`src/rtl/ntsc_cvbs_enc.sv`:
```
// ntsc_cvbs_enc: NTSC composite video level encoder at 4fsc.
// Takes the timing generator's SYNC/BLANK/BURST/FI strobes and a YUV pixel
// stream and produces a 10-bit DAC code. The subcarrier comes from direct
// 4fsc sampling: the chroma term rotates +U, +V, -U, -V. Color-frame phase
// is locked to the rising edge of the FI field flag.
// Build option: define NTSC_CVBS_SETUP_EN for 7.5 IRE setup (black = 298).
// Without it there is no setup and black sits at blanking level (256).
// Latency is three enabled cycles.

module ntsc_cvbs_enc (
    input  logic       CK_i,
    input  logic       AR_i,
    input  logic       CK_EE_i,
    input  logic       SYNC_i,
    input  logic       BLANK_i,
    input  logic       BURST_i,
    input  logic       FI_i,
    input  logic [7:0] Y_i,
    input  logic [7:0] U_i,
    input  logic [7:0] V_i,
    output logic [9:0] CVBS_o,
    output logic [1:0] PH_o,
    output logic       CF_o
);

    localparam logic [9:0] SYNC_TIP  = 10'd16;
    localparam logic [9:0] BLANK_LVL = 10'd256;
`ifdef NTSC_CVBS_SETUP_EN
    localparam logic [9:0] BLACK     = 10'd298;
`else
    localparam logic [9:0] BLACK     = 10'd256;
`endif
    localparam logic signed [8:0] BURST_AMP = 9'sd112;

    typedef enum logic [1:0] {
        SEL_SYNC   = 2'd0,
        SEL_BURST  = 2'd1,
        SEL_BLANK  = 2'd2,
        SEL_ACTIVE = 2'd3
    } sel_t;

    // Frame/phase state
    logic       fi_d;
    logic       cf;
    logic [1:0] ph;
    logic       fi_rise;
    logic [1:0] ph_a;

    // Stage 1 registers
    logic       s1_sync;
    logic       s1_blank;
    logic       s1_burst;
    logic [7:0] s1_y;
    logic [7:0] s1_u;
    logic [7:0] s1_v;
    logic [1:0] s1_ph;

    // Stage 2 combinational and registers
    logic [9:0]        luma_code;
    logic signed [8:0] u9;
    logic signed [8:0] v9;
    logic signed [8:0] chroma_term;
    logic signed [8:0] burst_term;
    logic signed [8:0] term;
    sel_t              sel;
    logic [9:0]        s2_luma;
    logic signed [8:0] s2_term;
    sel_t              s2_sel;
    logic [1:0]        s2_ph;

    // Stage 3 combinational
    logic signed [11:0] sum;
    logic [9:0]         sat;

    // A new field with the color frame set restarts the subcarrier at phase 0
    assign fi_rise = FI_i & ~fi_d;
    assign ph_a    = (fi_rise && cf) ? 2'd0 : ph;
    assign CF_o    = cf;

    // Field edge tracking, color-frame toggle and free-running phase counter
    always_ff @(posedge CK_i or posedge AR_i) begin
        if (AR_i) begin
            fi_d <= 1'b0;
            cf   <= 1'b0;
            ph   <= 2'd0;
        end else if (CK_EE_i) begin
            fi_d <= FI_i;
            if (fi_rise)
                cf <= ~cf;
            ph <= ph_a + 2'd1;
        end
    end

    // Stage 1: capture strobes, pixel data and the phase that this sample takes
    always_ff @(posedge CK_i or posedge AR_i) begin
        if (AR_i) begin
            s1_sync  <= 1'b1;
            s1_blank <= 1'b1;
            s1_burst <= 1'b0;
            s1_y     <= 8'd0;
            s1_u     <= 8'd0;
            s1_v     <= 8'd0;
            s1_ph    <= 2'd0;
        end else if (CK_EE_i) begin
            s1_sync  <= SYNC_i;
            s1_blank <= BLANK_i;
            s1_burst <= BURST_i;
            s1_y     <= Y_i;
            s1_u     <= U_i;
            s1_v     <= V_i;
            s1_ph    <= ph_a;
        end
    end

    // Luma scaling, chroma/burst term by phase and priority select decode
    always_comb begin
        luma_code   = BLACK + {1'b0, s1_y, 1'b0} + {7'd0, s1_y[7:5]};
        u9          = {s1_u[7], s1_u};
        v9          = {s1_v[7], s1_v};
        chroma_term = 9'sd0;
        burst_term  = 9'sd0;
        case (s1_ph)
            2'd0: begin
                chroma_term = u9;
                burst_term  = -BURST_AMP;
            end
            2'd1: chroma_term = v9;
            2'd2: begin
                chroma_term = -u9;
                burst_term  = BURST_AMP;
            end
            default: chroma_term = -v9;
        endcase
        term = s1_burst ? burst_term : chroma_term;
        if (!s1_sync)
            sel = SEL_SYNC;
        else if (s1_burst)
            sel = SEL_BURST;
        else if (s1_blank)
            sel = SEL_BLANK;
        else
            sel = SEL_ACTIVE;
    end

    // Stage 2: hold luma code, selected term and select
    always_ff @(posedge CK_i or posedge AR_i) begin
        if (AR_i) begin
            s2_luma <= BLACK;
            s2_term <= 9'sd0;
            s2_sel  <= SEL_BLANK;
            s2_ph   <= 2'd0;
        end else if (CK_EE_i) begin
            s2_luma <= luma_code;
            s2_term <= term;
            s2_sel  <= sel;
            s2_ph   <= s1_ph;
        end
    end

    // Level mux, signed sum and clamp to the DAC range
    always_comb begin
        sum = 12'sd0;
        case (s2_sel)
            SEL_SYNC:  sum = $signed({2'b00, SYNC_TIP});
            SEL_BURST: sum = $signed({2'b00, BLANK_LVL}) + {{3{s2_term[8]}}, s2_term};
            SEL_BLANK: sum = $signed({2'b00, BLANK_LVL});
            default:   sum = $signed({2'b00, s2_luma}) + {{3{s2_term[8]}}, s2_term};
        endcase
        if (sum < 12'sd0)
            sat = 10'd0;
        else if (sum > 12'sd1023)
            sat = 10'd1023;
        else
            sat = sum[9:0];
    end

    // Stage 3: register the DAC code and its phase tag
    always_ff @(posedge CK_i or posedge AR_i) begin
        if (AR_i) begin
            CVBS_o <= BLANK_LVL;
            PH_o   <= 2'd0;
        end else if (CK_EE_i) begin
            CVBS_o <= sat;
            PH_o   <= s2_ph;
        end
    end

endmodule

```
`config.mk`:
```
export PLATFORM = sky130hd
export DESIGN_NAME = ntsc_cvbs_enc
export DESIGN_NICKNAME = d
export VERILOG_FILES = /design/src/rtl/ntsc_cvbs_enc.sv
export SDC_FILE = /design/constraint.sdc
export NUM_CORES = 1
export LEC_CHECK = 0
export BUFFER_PORTS_ARGS = -buffer_cell sky130_fd_sc_hd__buf_2
export CORE_UTILIZATION = 55
export DETAILED_ROUTE_END_ITERATION = 8
export GPL_ROUTABILITY_DRIVEN = 0
export PLACE_DENSITY = 0.78
export SYNTH_ARGS = -nofsm -noshare
export SYNTH_HDL_FRONTEND = slang
export SYNTH_SLANG_ARGS = --single-unit
```
`constraint.sdc`:
```
create_clock -name CK_i -period 2.8 [get_ports CK_i]
set_input_delay 0.14 -clock CK_i [delete_from_list [all_inputs] [get_ports CK_i]]
set_output_delay 0.14 -clock CK_i [all_outputs]
set_load 0.1 [all_outputs]
```
## Yosys cells after proc, flatten, opt, wreduce, memory -nomap -nowiden

Index checks and enable logic that the tools add are counted.

| operators by class | value |
|---|---|
| add/subtract/negate cells | 7 |
| order comparisons | 2 |
| equality and inequality tests | 4 |
| multiplexer cells | 10 |
| bitwise logic cells | 3 |
| reduce and logical (&&, ||, !) cells | 4 |

Operators with widths:

| kind | number |
|---|---|
| case mux 12 bit (3 select lines) | 1 |
| case mux 9 bit (3 select lines) | 1 |
| two-way mux 10 bit | 2 |
| negation 8 -> 9 bit | 2 |
| case mux 9 bit (2 select lines) | 1 |
| adder 11 x 9 -> 12 bit | 1 |
| > comparator 12 x 11 -> 1 bit, second input constant | 1 |
| less-than comparator 12 x 1 -> 1 bit, second input constant | 1 |
| adder 10 x 9 -> 11 bit, first input constant | 1 |
| adder 10 x 3 -> 10 bit | 1 |
| adder 9 x 9 -> 10 bit, first input constant | 1 |
| two-way mux 9 bit | 1 |
| two-way mux 2 bit | 3 |
| == test 2 x 1 -> 1 bit, second input constant | 2 |
| == test 2 bit, second input constant | 2 |
| zero test 2 bit | 2 |
| adder 2 x 1 -> 2 bit, second input constant | 1 |
| inverter 1 bit | 2 |
| AND reduction 2 bit | 1 |
| bitwise AND 1 bit | 1 |
| logical AND 1 bit | 1 |
| two-way mux 1 bit | 1 |

| storage, ports and cells | value |
|---|---|
| register bits | 68 |
| input bits | 31 |
| logic and storage cells | 46 |

## Logic depth before layout (Yosys ltp)

Gate-level depths: netlist (run 1).

| logic depth | value |
|---|---|
| depth in word-level cells | 5 |
| gate-level depth with buffers | 10 |

## Worst setup path before layout (run 1)

OpenSTA, ideal clock, no wires.

| timing | value |
|---|---|
| path type | register to register |
| start point | register s2_luma[4] |
| end point | register CVBS_o[0] |
| arrival | 2.336 ns |
| setup slack | 0.363 ns |
| stages on the path, launching flop included | 9 |
| path buffers | 1 |
| period minus slack after synthesis | 2.437 ns |
| cell sequence | dfrtp_1 -> ha_1 -> a21o_1 -> a31o_1 -> o211a_1 -> nand4b_4 -> or4_1 -> buf_6 -> o311ai_2 |

| between the ends | value |
|---|---|
| word-level cells in the longest chain between the ends | 5 |
| elaborated cells between the ends (all ways) | 6 |
| those cells by class | 1 x add/sub; 2 x order compare; 3 x mux |

RTL lines:

| what | line | RTL |
|---|---|---|
| start, declared | 66 | `logic [9:0] s2_luma;` |
| start signal, assigned | 153 | `s2_luma <= luma_code;` |
| adder 11 x 9 -> 12 bit * | 167 | `default: sum = $signed({2'b00, s2_luma}) + {{3{s2_term[8]}}, s2_term};` |
| case mux 12 bit (3 select lines) * | 163 | `case (s2_sel)` |
| > comparator 12 x 11 -> 1 bit | 171 | `else if (sum > 12'sd1023)` |
| two-way mux 10 bit | 171 |  |
| two-way mux 10 bit * | 169 | `if (sum < 12'sd0)` |
| end signal, assigned | 183 | `CVBS_o <= sat;` |
| end, declared | 21 | `output logic [9:0] CVBS_o,` |

Mark *: on every way between the ends. The rest lies on a longest branch, timed or not.
A chain may end at the register's enable or synchronous reset.

## Worst setup path in the final report (run 1)

Same ends and word-level chain as after synthesis.

==> impl_results.md, run 1 <==
- Outcome: finished, final reports clean
- Starting DRC count in detailed routing: 306
- Critical Path RT: 3.04 ns
- Pre-CTS WS: 0.160 ns
- Sequential fraction of the synthesis area: 43.4%
- Gr ovfl total: 0
- Path class of the lowest-slack min-delay path: primary input to flip-flop
- Post-Synthesis Mean Instance Area: 9.85 sq um
- Number of synthesized flops with an enable pin: 0
- NumNets Final: 490
- Most common cell after layout, fill and taps aside: sky130_fd_sc_hd__dfrtp_1
- Cell variety after synth: 66
- Overall routing resource usage: 25.4%
- Fraction of final layout cells sized beyond drive strength 1: 23.9%
- Number of placement rows: 30
- Combined area of all synthesized cells: 3940 sq um
- Detailed Routing Iterations Pass 1: 5
- Core area: 6870 sq um
- Total Power: 3.95 mW
- Clock-pin transition on the worst setup and hold timing paths: 0.08 ns
- Largest vdd supply drop: 0.000638 V
- Clk_lat worst skew: 0.34 ns
- Period Utilization, post-route: 91.8%
- Initial antenna violation count: 0
- Portion of synthesized cell area occupied by the leading cell type: 40.0%
- Number of global-route vias before repair: 3202
- Yosys reg bits: 68
- Detail-routed net length per standard cell: 15.9 um
- Maximum fanout along the worst path: 10
- Via count of the routed design: 3197
- Cell count after synthesis: 400
- Number of top-level pins: 44
- CP Class: flip-flop to flip-flop
- Worst Setup End Kind: flip-flop
- Final Hold Viols: 0
- Post-CTS setup repair buffer count: 0
- Unrepaired setup endpoints after global routing: false
- Post-detailed-route count of antenna-violating nets: 0
- Top library cells by usage in the layout, fill and taps aside: 63 x sky130_fd_sc_hd__dfrtp_1, 43 x sky130_fd_sc_hd__buf_2, 34 x sky130_fd_sc_hd__o21ai_0
- Overall die area: 7500 sq um
- Area of placed instances: 4220 sq um
- MaxCap Viol Count: 0
- First-pass GRT wire length: 14800 um
- Routed WL: 8650 um
- Clock sinks: 68
- Largest net degree at the start of global routing: 36
- Clock tree from TritonCTS: yes
- Placed wire-length estimate after detailed placement: 6260 um
- Core occupancy in the finished layout: 65.0%
- Top cells by area in the synthesized netlist: sky130_fd_sc_hd__dfrtp_1 40%, sky130_fd_sc_hd__mux2_2 6.9%, sky130_fd_sc_hd__ha_1 4.8%
- Diode count: 0
- Input/output buffers: 43
- Cell chosen for the clock root: sky130_fd_sc_hd__clkbuf_8
- Cells on worst reg2reg path: 7
- Post-route setup TNS: 0 ns
- Vias/cell: 5.89
- Hold path depth: 3
- Maximum clock skew at final layout: 0.00888 ns
- Rel. slew slack: 50.3%
- Transition at the pin with the smallest max-transition slack: 0.739 ns
- DRC violation count after routing: 0
- Layout overhead on the synthesized area: 13.4%
- LEAKAGE: 2.04 nW
- Inserted Clock Buffers: 9
- PwrDens: 884 nW/um^2
- Cell accounting for the most synthesized area: sky130_fd_sc_hd__dfrtp_1
- Critical path arrival: 2.81 ns
- Most used flip-flop cell after synthesis: sky130_fd_sc_hd__dfrtp_1
- Cell area after layout: 4470 sq um
- Die extent in y: 86.6 um
- Final Slew Violations: 0
- CTS HTree Levels: 3
- Highest attainable clock frequency: 389 MHz
- Worst-case setup margin in the final layout: 0.228 ns
- Syn nets: 448
- Final setup violation count: 0
- Horizontal die dimension: 86.6 um
- Post-layout min period: 2.57 ns
- Total of warnings raised by yosys: 0
- Longest Clk Path Bufs: 2
- Worst Setup Start Kind: flip-flop
- Asr flop ratio synth: 100%
- Initial Utilization: 57.3%
-- cells in the mapped netlist, types with 5 or more instances --
| master | instances |
|---|---|
| sky130_fd_sc_hd__o21ai_0 | 34 |
| sky130_fd_sc_hd__nand2b_1 | 6 |
| sky130_fd_sc_hd__xnor2_1 | 17 |
| sky130_fd_sc_hd__mux2_2 | 24 |
| sky130_fd_sc_hd__nand2_1 | 32 |
| sky130_fd_sc_hd__nor2_1 | 21 |
| sky130_fd_sc_hd__a21o_1 | 5 |
| sky130_fd_sc_hd__o22ai_1 | 5 |
| sky130_fd_sc_hd__inv_1 | 34 |
| sky130_fd_sc_hd__clkbuf_1 | 14 |
| sky130_fd_sc_hd__dfrtp_1 | 63 |
| sky130_fd_sc_hd__a21oi_1 | 24 |
| sky130_fd_sc_hd__nor3_1 | 8 |
| sky130_fd_sc_hd__o221ai_1 | 6 |
| sky130_fd_sc_hd__ha_1 | 15 |
| sky130_fd_sc_hd__dfstp_2 | 5 |
| sky130_fd_sc_hd__nand3_1 | 6 |
-- power by group --
part	switching (mW)	internal, mW	total [mW]	leakage [nW]
combinational	1.06	0.586	1.65	1.11
sequential	0.168	1.18	1.34	0.820
clock	0.379	0.576	0.955	0.116
-- timing repair --
action                                  in CTS  in global routing
endpoints found under the setup margin       0                  3
hold buffers                                 1                  0
gates resized for setup                      0                  1
endpoints found under the hold margin       21                  0
-- worst max-delay path, stage by stage (launching register included) --
cell,delay [ns]
sky130_fd_sc_hd__dfrtp_1,0.38
sky130_fd_sc_hd__ha_1,0.36
sky130_fd_sc_hd__a21o_1,0.24
sky130_fd_sc_hd__a31o_1,0.26
sky130_fd_sc_hd__o211a_1,0.22
sky130_fd_sc_hd__nand4b_4,0.26
sky130_fd_sc_hd__or4_4,0.64
sky130_fd_sc_hd__o311ai_2,0.11
-- metrics by stage --
stage | hold slack [ns] | instances
detailed placement | 0.194 | 526
CTS | 0.00142 | 543
global route | 0.0210 | 543
finish | 0.00777 | 543
floorplan | 0.254 | 400
global placement | 0.175 | 526
-- logic make-up after synthesis --
group                    synth area share [%]
XOR/XNOR                                 4.67
adder cells (fa/ha/maj)                  5.78
buffers and inverters                    5.97
AO/OA/AOI/OAI                            19.0
multiplexers                             8.45
flip-flops                               43.4
AND/OR/NAND/NOR                          12.7
-- flip-flops by register name (all words and copies together), names as in the netlist, 2 cells and up --
| register | count |
|---|---|
| s1_v | 8 |
| CVBS_o | 10 |
| ph | 2 |
| PH_o | 2 |
| s2_luma | 10 |
| s2_sel | 2 |
| s2_term | 9 |
| s1_ph | 2 |
| s2_ph | 2 |
| s1_u | 8 |
| s1_y | 8 |
-- final cells by class --
type | count | area [sq um]
fillers | 543 | 2400
inverters | 35 | 131
well taps | 96 | 120
clock inverters | 3 | 67.6
flip-flops and latches | 68 | 1710
repair buffers | 50 | 270
multi-input cells | 278 | 2000
clock buffers | 13 | 169
-- worst paths after layout --
kind / endpoint / startpoint / slack [ns]
max in group asynchronous: s2_sel[1] / AR_i / 1.69
worst max-delay path: CVBS_o[0] / s2_luma[4] / 0.23
worst min register to register: s2_sel[1] / s1_sync / 0.49
worst max register to register: CVBS_o[0] / s2_luma[4] / 0.23
min in group asynchronous: s2_ph[0] / AR_i / 0.36
worst min-delay path: s1_u[0] / U_i[0] / 0.008
-- layer usage --
layer	vias up	global-route usage, %	wire, um
met1	1539	32.0	3640
met4	0	12.1	267
met5	-	0	0
met3	26	3.71	391
met2	124	43.2	4360
li1	1508	-	-
Power figures use the tool's default switching activity.
==> run 2, diff against run 1 <==
- HOLD_SLACK_MARGIN: default -> 0.15
==> run 2 against run 1 <==
- non-clock buffer count is 28 higher
- fmax is 0.42% lower
- power is 0.96% higher
- flip-flop and latch count stayed put
- register-to-register slack hardly changed
- sequential share of layout area is 2.3 points lower
- critical endpoint unchanged
==> impl_results.md, run 2 (synthesized netlist as in run 1, its figures left out) <==
- Number of top-level pins: 44
- Unrepaired setup endpoints after global routing: false
- Most common cell after layout, fill and taps aside: sky130_fd_sc_hd__dfrtp_1
- Longest Clk Path Bufs: 2
- Vias/cell: 5.79
- LEAKAGE: 2.16 nW
- NumNets Final: 518
- Post-detailed-route count of antenna-violating nets: 0
- Rel. slew slack: 51.1%
- Worst-case setup margin in the final layout: 0.217 ns
- Combinational group share of total power: 42.3%
- Gr ovfl total: 0
- Pre-CTS WS: 0.160 ns
- Final Hold Viols: 0
- Fraction of final layout cells sized beyond drive strength 1: 22.5%
- Net load switching power: 1.62 mW
- Final Slew Violations: 0
- Cell with the largest stage delay on the worst path: sky130_fd_sc_hd__or4_4
- Detailed Routing Iterations Pass 1: 5
- Overall die area: 7500 sq um
- Post-layout min period: 2.58 ns
- Registers with the most flip-flops: CVBS_o: 10 flops, s2_luma: 10 flops, s2_term: 9 flops
- Final setup violation count: 0
- Initial antenna violation count: 0
- Highest attainable clock frequency: 387 MHz
- Number of placement rows: 30
- Clock tree from TritonCTS: yes
- Starting DRC count in detailed routing: 252
- Maximum fanout along the worst path: 10
- Clock-pin transition on the worst setup and hold timing paths: 0.08 ns
- Post-CTS setup repair buffer count: 0
- RR Endpoint: CVBS_o[0]
- Cell chosen for the clock root: sky130_fd_sc_hd__clkbuf_8
- Core area: 6870 sq um
- Critical path arrival: 2.83 ns
- Overall routing resource usage: 26.2%
- Clk_lat worst skew: 0.34 ns
- Source of the worst hold timing path: CK_EE_i
- Path class of the lowest-slack min-delay path: primary input to flip-flop
- Inserted Clock Buffers: 9
- Largest vdd supply drop: 0.000647 V
- First-pass GRT wire length: 15200 um
- MaxCap Viol Count: 0
- Outcome: finished, final reports clean
- Period Utilization, post-route: 92.2%
- Sequential fraction of design power: 33.8%
- Worst R2R Start: s2_luma[4]
- Post-route setup TNS: 0 ns
- Maximum clock skew at final layout: 0.00681 ns
- Clock sinks: 68
- Cells on worst reg2reg path: 7
- Worst Setup End Kind: flip-flop
- Flop-to-flop setup slack: 0.22 ns
- Die extent in y: 86.6 um
- Placed wire-length estimate after detailed placement: 6260 um
- Via count of the routed design: 3307
- Critical Path RT: 3.05 ns
- Routed WL: 9080 um
- WHS Endpoint: s2_term[5]
- Diode count: 0
- Input/output buffers: 43
- Horizontal die dimension: 86.6 um
- Cells traversed along the worst timing path: ha_1 > a21o_1 > a31o_1 > o211a_1 > nand4b_4 > or4_4 > o311ai_2
- Number of global-route vias before repair: 3314
- Clock network fraction of design power: 24.0%
- Detail-routed net length per standard cell: 15.9 um
- Largest net degree at the start of global routing: 36
- Worst Setup Start Kind: flip-flop
- CP Class: flip-flop to flip-flop
- Top library cells by usage in the layout, fill and taps aside: 63 x sky130_fd_sc_hd__dfrtp_1, 43 x sky130_fd_sc_hd__buf_2, 34 x sky130_fd_sc_hd__o21ai_0
- CTS HTree Levels: 3
- Layout overhead on the synthesized area: 20.5%
- PwrDens: 840 nW/um^2
- Hold path depth: 2
- Switching Share: 40.7%
- Internal power consumption: 2.36 mW
- Transition at the pin with the smallest max-transition slack: 0.728 ns
- Maximum single-stage delay on the critical path: 0.63 ns
- Initial Utilization: 57.3%
- DRC violation count after routing: 0
==> run 2: cell count changes in the layout (fill, tap and decap cells not counted) <==
cell	previous run	this run
sky130_fd_sc_hd__dlygate4sd3_1	1	29
==> run 2: power groups by stage <==
stage / combinational [mW] / clock (mW) / sequential [mW]
after floorplan: 0.964 / 0 / 1.67
after global placement: 1.57 / 0 / 1.35
after detailed placement: 1.62 / 0 / 1.36
after CTS: 1.66 / 0.964 / 1.34
after global routing: 1.83 / 1.01 / 1.37
final: 1.68 / 0.956 / 1.35
==> run 2: what timing repair did <==
action                                  4_1_cts  5_1_grt
endpoints found under the hold margin        49        0
endpoints found under the setup margin        0        3
gates resized for setup                       0        1
hold buffers                                 29        0
==> run 2: final cells by class <==
type | instances | area [sq um]
clock buffers | 13 | 169
clock inverters | 3 | 67.6
fillers | 508 | 2120
inverters | 35 | 131
multi-input cells | 278 | 2000
flip-flops and latches | 68 | 1710
well taps | 96 | 120
repair buffers | 78 | 551
==> run 2: stage by stage <==
| stage | power, mW | cell area, sq um | hold slack [ns] | instances | utilization [%] |
|---|---|---|---|---|---|
| after floorplan | 2.63 | 3940 | 0.254 | 400 | - |
| after global placement | 2.92 | 4220 | 0.175 | 526 | 61.4 |
| after detailed placement | 2.98 | 4220 | 0.194 | 526 | 61.4 |
| after CTS | 3.97 | 4740 | 0.234 | 571 | 69.0 |
| after global routing | 4.20 | 4750 | 0.265 | 571 | 69.1 |
| final | 3.99 | 4750 | 0.241 | 571 | 69.1 |
==> run 2: worst max path at each step <==
stage | start | cells after the start | endpoint | slack, ns
CTS | s2_luma[4] | 7 | CVBS_o[0] | 0.12
global route | s2_luma[4] | 7 | CVBS_o[0] | 0.11
detailed placement | s2_luma[4] | 7 | CVBS_o[0] | 0.16
global placement | s2_luma[4] | 7 | CVBS_o[0] | 0.21
floorplan | s2_luma[4] | 8 | CVBS_o[0] | 0.36
finish | s2_luma[4] | 7 | CVBS_o[0] | 0.22
==> run 2: layer usage <==
layer / share of wire, % / track usage, %
met5: 0 / 0
met4: 2.9 / 12.1
met3: 4.6 / 3.71
met2: 51 / 44.7
met1: 42 / 33.3
==> run 2: worst max-delay path, delay by kind of cell, from the launching register on <==
family                     cells  cell delay (ns)
AOI/OAI and AO/OA              4             0.85
and+or+nand+nor                2             0.89
DFF                            1             0.38
adders and majority gates      1             0.37
